==> src/rtl/aes_pkg.sv <==
// Shared definitions for the AES-128 key schedule controller: FSM states,
// round-constant values and the GF(2^8) doubling used to advance rcon.
package aes_pkg;

  localparam int NUM_ROUNDS_DEF = 10;

  localparam logic [7:0] RCON_INIT = 8'h01;
  localparam logic [7:0] RCON_POLY = 8'h1B;

  typedef enum logic [2:0] {
    IDLE,
    RUN,
    GAP,
    DONE,
    ERR
  } ks_state_t;

  // Multiply by x in GF(2^8) modulo the AES polynomial.
  function automatic logic [7:0] xtime(input logic [7:0] b);
    return {b[6:0], 1'b0} ^ (b[7] ? RCON_POLY : 8'h00);
  endfunction

endpackage

==> src/rtl/key_store.sv <==
// Round-key register file: one synchronous write port, one combinational read
// port; entries beyond DEPTH read as zero.
module key_store #(
  parameter int DEPTH = 11,
  parameter int AW    = 4,
  parameter int DW    = 128
) (
  input  logic          clk,
  input  logic          rst_n,
  input  logic          we,
  input  logic [AW-1:0] waddr,
  input  logic [DW-1:0] wdata,
  input  logic [AW-1:0] raddr,
  output logic [DW-1:0] rdata
);

  logic [DW-1:0] mem [DEPTH];

  for (genvar gi = 0; gi < DEPTH; gi++) begin : g_ent
    always_ff @(posedge clk or negedge rst_n) begin
      if (!rst_n) begin
        mem[gi] <= '0;
      end else if (we && (waddr == AW'(gi))) begin
        mem[gi] <= wdata;
      end
    end
  end

  // Decoded read keeps out-of-range indices at zero without indexing past DEPTH.
  always_comb begin
    rdata = '0;
    for (int i = 0; i < DEPTH; i++) begin
      if (raddr == AW'(i)) begin
        rdata = mem[i];
      end
    end
  end

endmodule

==> src/rtl/key_sched_ctrl.sv <==
// AES-128 key-expansion sequencer: drives an external round-function datapath
// one round at a time and collects its results into the round-key store.
module key_sched_ctrl
  import aes_pkg::*;
#(
  parameter int TIMEOUT    = 64,
  parameter int NUM_ROUNDS = NUM_ROUNDS_DEF
) (
  input  logic         clk_i,
  input  logic         rst_n,
  input  logic         start_i,
  input  logic [127:0] key_i,
  output logic         busy_o,
  output logic         done_o,
  output logic         err_o,
  output logic         keys_valid_o,
  input  logic [3:0]   rk_idx_i,
  output logic [127:0] rk_o,
  output logic         dp_en_o,
  output logic [31:0]  dp_word_o,
  output logic [7:0]   dp_rcon_o,
  output logic [127:0] dp_key_prev_o,
  input  logic         dp_ready_i,
  input  logic [127:0] dp_key_i
);

  localparam int IDXW = 4;
  localparam int WDW  = $clog2(TIMEOUT + 1);
  localparam logic [WDW-1:0]  WD_LAST    = WDW'(TIMEOUT - 1);
  localparam logic [IDXW-1:0] LAST_ROUND = IDXW'(NUM_ROUNDS);

  ks_state_t       state_reg, state_next;
  logic [IDXW-1:0] round_reg, round_next;
  logic [7:0]      rcon_reg, rcon_next;
  logic [WDW-1:0]  wdog_reg, wdog_next;
  logic            keys_valid_reg, keys_valid_next;
  logic [127:0]    prev_key_reg, prev_key_next;

  logic            st_we;
  logic [IDXW-1:0] st_waddr;
  logic [127:0]    st_wdata;

  always_ff @(posedge clk_i or negedge rst_n) begin
    if (!rst_n) begin
      state_reg      <= IDLE;
      round_reg      <= '0;
      rcon_reg       <= RCON_INIT;
      wdog_reg       <= '0;
      keys_valid_reg <= 1'b0;
      prev_key_reg   <= '0;
    end else begin
      state_reg      <= state_next;
      round_reg      <= round_next;
      rcon_reg       <= rcon_next;
      wdog_reg       <= wdog_next;
      keys_valid_reg <= keys_valid_next;
      prev_key_reg   <= prev_key_next;
    end
  end

  // prev_key_reg mirrors rk[round-1] so the store needs only one read port.
  always_comb begin
    state_next      = state_reg;
    round_next      = round_reg;
    rcon_next       = rcon_reg;
    wdog_next       = wdog_reg;
    keys_valid_next = keys_valid_reg;
    prev_key_next   = prev_key_reg;
    st_we           = 1'b0;
    st_waddr        = '0;
    st_wdata        = '0;

    unique case (state_reg)
      IDLE: begin
        if (start_i) begin
          st_we           = 1'b1;
          st_waddr        = '0;
          st_wdata        = key_i;
          prev_key_next   = key_i;
          round_next      = IDXW'(1);
          rcon_next       = RCON_INIT;
          wdog_next       = '0;
          keys_valid_next = 1'b0;
          state_next      = RUN;
        end
      end

      RUN: begin
        // A ready on the final watchdog cycle still counts as success.
        if (dp_ready_i) begin
          st_we         = 1'b1;
          st_waddr      = round_reg;
          st_wdata      = dp_key_i;
          prev_key_next = dp_key_i;
          if (round_reg == LAST_ROUND) begin
            state_next = DONE;
          end else begin
            round_next = round_reg + IDXW'(1);
            rcon_next  = xtime(rcon_reg);
            state_next = GAP;
          end
        end else begin
          wdog_next = wdog_reg + WDW'(1);
          if (wdog_reg == WD_LAST) begin
            state_next = ERR;
          end
        end
      end

      GAP: begin
        wdog_next  = '0;
        state_next = RUN;
      end

      DONE: begin
        keys_valid_next = 1'b1;
        state_next      = IDLE;
      end

      ERR: begin
        state_next = IDLE;
      end

      default: begin
        state_next = IDLE;
      end
    endcase
  end

  assign busy_o        = (state_reg != IDLE);
  assign done_o        = (state_reg == DONE);
  assign err_o         = (state_reg == ERR);
  assign dp_en_o       = (state_reg == RUN);
  assign keys_valid_o  = keys_valid_reg;
  assign dp_key_prev_o = dp_en_o ? prev_key_reg : '0;
  assign dp_word_o     = dp_en_o ? prev_key_reg[31:0] : '0;
  assign dp_rcon_o     = dp_en_o ? rcon_reg : '0;

  key_store #(
    .DEPTH (NUM_ROUNDS + 1),
    .AW    (IDXW),
    .DW    (128)
  ) u_store (
    .clk   (clk_i),
    .rst_n (rst_n),
    .we    (st_we),
    .waddr (st_waddr),
    .wdata (st_wdata),
    .raddr (rk_idx_i),
    .rdata (rk_o)
  );

endmodule

==> config.mk <==
export PLATFORM = sky130hd
export DESIGN_NAME = key_sched_ctrl
export DESIGN_NICKNAME = d
export VERILOG_FILES = /design/src/rtl/aes_pkg.sv /design/src/rtl/key_store.sv /design/src/rtl/key_sched_ctrl.sv
export SDC_FILE = /design/constraint.sdc
export NUM_CORES = 2
export LEC_CHECK = 0
export CAP_MARGIN = 20
export CORE_ASPECT_RATIO = 0.8
export CORE_MARGIN = 3
export CORE_UTILIZATION = 45
export CTS_BUF_LIST = sky130_fd_sc_hd__clkbuf_4 sky130_fd_sc_hd__clkbuf_8
export CTS_CLUSTER_SIZE = 30
export DETAILED_ROUTE_END_ITERATION = 10
export GPL_ROUTABILITY_DRIVEN = 0
export HOLD_SLACK_MARGIN = 0.12
export SLEW_MARGIN = 30
export SYNTH_ARGS = -nofsm -noshare
export SYNTH_HDL_FRONTEND = slang
export SYNTH_SLANG_ARGS = --single-unit
==> constraint.sdc <==
create_clock -name clk_i -period 3.6 [get_ports clk_i]
set_input_delay 0.72 -clock clk_i [delete_from_list [all_inputs] [get_ports clk_i]]
set_output_delay 0.72 -clock clk_i [all_outputs]
set_load 0.02 [all_outputs]
==> Yosys cells after proc, flatten, opt, wreduce, memory -nomap -nowiden <==
Cells that the tools add are included.
{ "op_classes": {"n_reduce_logical": 23, "n_eq_ne": 31, "n_addsub": 2, "n_mux": 44, "n_bitwise": 1} }
{ "ops": {"columns": ["cell", "n"], "rows": [
  ["128-bit two-way mux", 16],
  ["128-bit case mux with 2 select lines", 2],
  ["4-bit by 3-bit == test with 1-bit output, second input constant", 8],
  ["32-bit two-way mux", 1],
  ["8-bit two-way mux", 4],
  ["4-bit == test, second input constant", 7],
  ["7-bit case mux with 3 select lines", 1],
  ["4-bit two-way mux", 5],
  ["4-bit by 2-bit == test with 1-bit output, second input constant", 4],
  ["8-bit case mux with 2 select lines", 1],
  ["7-bit two-way mux", 2],
  ["1-bit logical AND", 11],
  ["3-bit two-way mux", 3],
  ["3-bit case mux with 3 select lines", 1],
  ["4-bit by 1-bit == test with 1-bit output, second input constant", 2],
  ["4-bit logical NOT", 2],
  ["4-bit case mux with 2 select lines", 1],
  ["8-bit by 5-bit bitwise XOR with 8-bit output", 1],
  ["7-bit by 1-bit adder with 7-bit output, second input constant", 1],
  ["7-bit by 6-bit == test with 1-bit output, second input constant", 1],
  ["3-bit by 2-bit == test with 1-bit output, second input constant", 2],
  ["2-bit inequality test, second input constant", 3],
  ["3-bit AND reduction", 2],
  ["3-bit nonzero test", 2],
  ["other kinds (12)", 18]
]} }
{ "totals": {"register_bits": 1559, "out_inout_bits": 301} }

==> Depth between registers and ports, before layout <==
{ "logic_depth": {"word_depth": 12, "depth_mapped": 9} }

==> Cells and area by module <==
A second synthesis with hierarchy kept.
{ "hier_totals": {"hier_cells": 5909, "area_unflattened_um2": 73345.3} }
{ "modules_own_cells": {"columns": ["module", "cells_each", "instances", "area_per_inst_um2"], "rows": [
  ["key_store", 5181, 1, 65497.8],
  ["key_sched_ctrl", 728, 1, 7847.5]
]} }

==> Worst setup path before layout <==
No wires, ideal clock.
{ "synth_path": {"path_type": "input port to output port", "startpoint": "input rk_idx_i[0]", "endpoint": "output rk_o[111]", "path_slack_ns": 0.495, "arrival_time_ns": 2.385, "stages": 8, "path_cell_list": "buf_4 > buf_2 > nor2_2 > clkbuf_1 > o221ai_1 > nand2_1 > a221oi_1 > o21ai_0"} }
{ "synth_via": {"elab_chain_len": 12, "elab_cells_between_ends": 22, "classes_between": "eq/ne: 10; mux: 11; reduce/logical: 1"} }
{ "synth_rtl": {"columns": ["item", "line_no", "source"], "rows": [
  ["start: declaration", "key_sched_ctrl.sv:17", "input logic [3:0] rk_idx_i,"],
  ["4-bit logical NOT", "key_store.sv:33", "if (raddr == AW'(i)) begin"],
  ["128-bit two-way mux (10 in a row)", "key_store.sv:33", null],
  ["128-bit two-way mux (*)", "key_store.sv:33", null],
  ["end: declaration", "key_sched_ctrl.sv:18", "output logic [127:0] rk_o,"]
]} }
Every way passes the cells marked *; elsewhere a longest branch is shown, timed or not.

==> Worst setup path in the final report <==
{ "layout_path": {"startpoint": "input rk_idx_i[2]", "endpoint": "output rk_o[80]"} }
Same word-level chain as after synthesis.

==> reports/metrics.yaml <==
run_status:
  status: "finished, final reports clean"
final_layout:
  drive_above_1_share_pct: 14.4
  fillCellCount: 14083
  final_common_cell: "nand2_1"
  final_cells: 10528
  largest_register_ffs: 1408
  multi_input_area_sq_mm: 0.0285
  fin_area_sq_mm: 0.0868
  syn2layout_area_growth_pct: 22.3
  regArea_sq_mm: 0.0390
  final_cell_mix: "1841 x nand2_1, 1658 x o21ai_0, 1555 x dfrtp_1, 409 x a21oi_1, 371 x buf_4"
  nets: 8504
  finalCoreUtilization_pct: 55.8
synthesis:
  syn_area_per_cell_sq_um: 9.16
  synth_top_area_share_pct: 54.9
  synthDistinctLibCells: 66
  synth_nets: 8014
  synth_area_sq_mm: 0.0710
  async_flop_share_pct: 100
  yosysSeqAreaShare_pct: 55.0
  synth_flop_cell: "dfrtp_1"
  yosysWarnings: 0
  postSynthCellCount: 7747
  synth_edf_count: 0
  synthTopCellsByArea: "dfrtp_1 55%, o21ai_0 12%, nand2_1 9.8%, a21oi_1 2.9%, clkbuf_1 2.8%"
  ys_ff_latch: 1559
  synth_top_area_cell: "dfrtp_1"
floorplanning:
  die_y_um: 361
  core_area_sq_mm: 0.156
  initial_core_util_pct: 45.6
  ios: 565
  die_w_um: 450
  fp-row-count: 129
  die_area_sq_mm: 0.163
power_and_ir_drop:
  finalPower_mw: 59.2
  powerDensity_mw_per_mm2: 682
  p_leak_nw: 40.2
  ir_drop_v: 0.000437
drt:
  wl_per_cell_um: 23.7
  vias: 61212
  drc: 0
  vias_per_cell: 5.81
  ant_nets: 0
  drt_iter0_drc: 5951
  dr.pass1.iters: 8
  wl_um: 250000
sta:
  final_max_slew_viol_count: 0
  max_freq_mhz: 279
  tns_ns: 0
  setup_viol_count_final: 0
  fin_crit_ns: 3.58
  whs_ns: 0.380
  finalHoldViolations: 0
  rsz0062_at_grt: "yes"
  worst_pin_slew_ns: 1.04
  finalCritPeriodShare_pct: 99.6
  skew_ns: 0.0529
  fin_ws_ns: 0.0154
  slew_headroom_pct: 30.9
clock_tree:
  cts_sinks: 1559
  cts_tree: "done"
  cts_buffers: 240
  clk_latency_ns: 0.98
  root_buffer: "clkbuf_8"
  clockBufferDepth: 3
  cts-htree-levels: 4
  clk_pin_slew_worst_paths_ns: 0.07
global_route:
  first_global_vias: 59567
  grt_antenna_before_repair: 7
  grt-ovfl-total: 0
  grt_pass1_wl_um: 378000
  grt.total_usage_pct: 30.1
  grt_max_degree: 197
setup_path:
  r2r-end: "u_store.mem[800]"
  max_stage_delay_ns: 0.40
  reg2regPathDepth: 8
  required_ns: 2.88
  slowest_stage: "a221o_1"
  r2r_slack_ns: 0.78
  worstSetupEndpointType: "output port"
  worstSetupEndpoint: "rk_o[80]"
  startpoint: "rk_idx_i[2]"
  r2r-start: "state_reg[2]"
  worstPathArrival_ns: 2.86
  path_class: "in2out"
  cp-start-kind: "input pin"
  crit_chain: "clkbuf_8, buf_4, nor2b_4, buf_4, bufbuf_16, a22o_1, a221o_1, a221o_1, clkdlybuf4s15_2"
  path_max_fanout: 16
worst_hold_path:
  min_path_type: "in2async"
place:
  postPlaceCellArea_sq_mm: 0.0814
  dp_hpwl_um: 156000
  io_buffers: 564
  placedCellCount: 10063
  dp_slack_ns: -0.526
run:
  maxCapViolCount: 0
==> layout make-up <==
cell class              instances  area share (%)
diodes                          5          0.0144
clock buffers                 397            5.68
clock inverters                35           0.336
inverters                      13          0.0677
multi-input cells            5330            32.9
flip-flops and latches       1559            44.9
well taps                    2096            3.02
repair buffers               1093            13.1
==> report_power, final <==
part,switching (mW),total (mW),internal (mW)
clock,7.15,16.0,8.80
sequential,3.02,26.0,23.0
combinational,10.9,17.3,6.35
==> cells in the mapped netlist, types with 24 or more instances <==
master and number:
a21oi_1 415, nor2b_1 50, o21ai_1 80, clkbuf_1 525, mux2_2 100, a221o_1 106, a222oi_1 51, a221oi_1 77
o2bb2ai_1 24, buf_4 56, and3_1 138, mux2i_1 59, a22o_1 52, dfrtp_1 1558, a21o_1 53, nand2_1 1852
nor2_1 113, a22oi_1 106, buf_2 232, nand2b_1 84, o22ai_1 146, o21ai_0 1662, a22oi_2 39
==> layer usage <==
layer	global-route usage, %	share of wire [%]	vias to the layer above
li1	-	-	27966
met4	9.68	3.1	0
met1	42.8	44	30246
met3	5.62	7.7	425
met5	0	0	-
met2	46.9	45	2575
==> worst min-delay path by stage <==
| stage | to | cells past startpoint |
|---|---|---|
| finish | wdog_reg[2] | 2 |
| global route | prev_key_reg[124] | 3 |
| CTS | wdog_reg[3] | 2 |
| detailed placement | prev_key_reg[106] | 2 |
| global placement | prev_key_reg[5] | 2 |
| floorplan | keys_valid_o | 0 |
==> cells by family (layout without fill, tap and decap cells) <==
kind of cell / count (synthesis) / after routing / synth area share [%]
compound gates: 2878 / 2878 / 23.7
simple gates: 2276 / 2277 / 13.2
flops: 1559 / 1559 / 55.0
buf+inv: 859 / 1538 / 5.41
mux: 167 / 167 / 2.56
xor+xnor: 5 / 5 / 0.0617
fa+ha+maj: 3 / 3 / 0.0529
other cells: 0 / 5 / 0
==> worst max-delay path, delay by kind of cell <==
| kind | cells | cell delay, ns |
|---|---|---|
| buffers and inverters | 5 | 1.12 |
| AO/OA/AOI/OAI | 3 | 0.93 |
| AND/OR/NAND/NOR | 1 | 0.05 |
==> what timing repair did <==
| item | CTS | global route |
|---|---|---|
| hold buffers | 1 | 0 |
| buffers inserted | 17 | 1 |
| resized for setup | 331 | 36 |
| endpoints found under the setup margin | 289 | 33 |
| pin swaps | 10 | 12 |
| cloned | 5 | 0 |
| hold endpoints to repair | 62 | 0 |
Note: power is estimated with default switching activity, not from simulation.
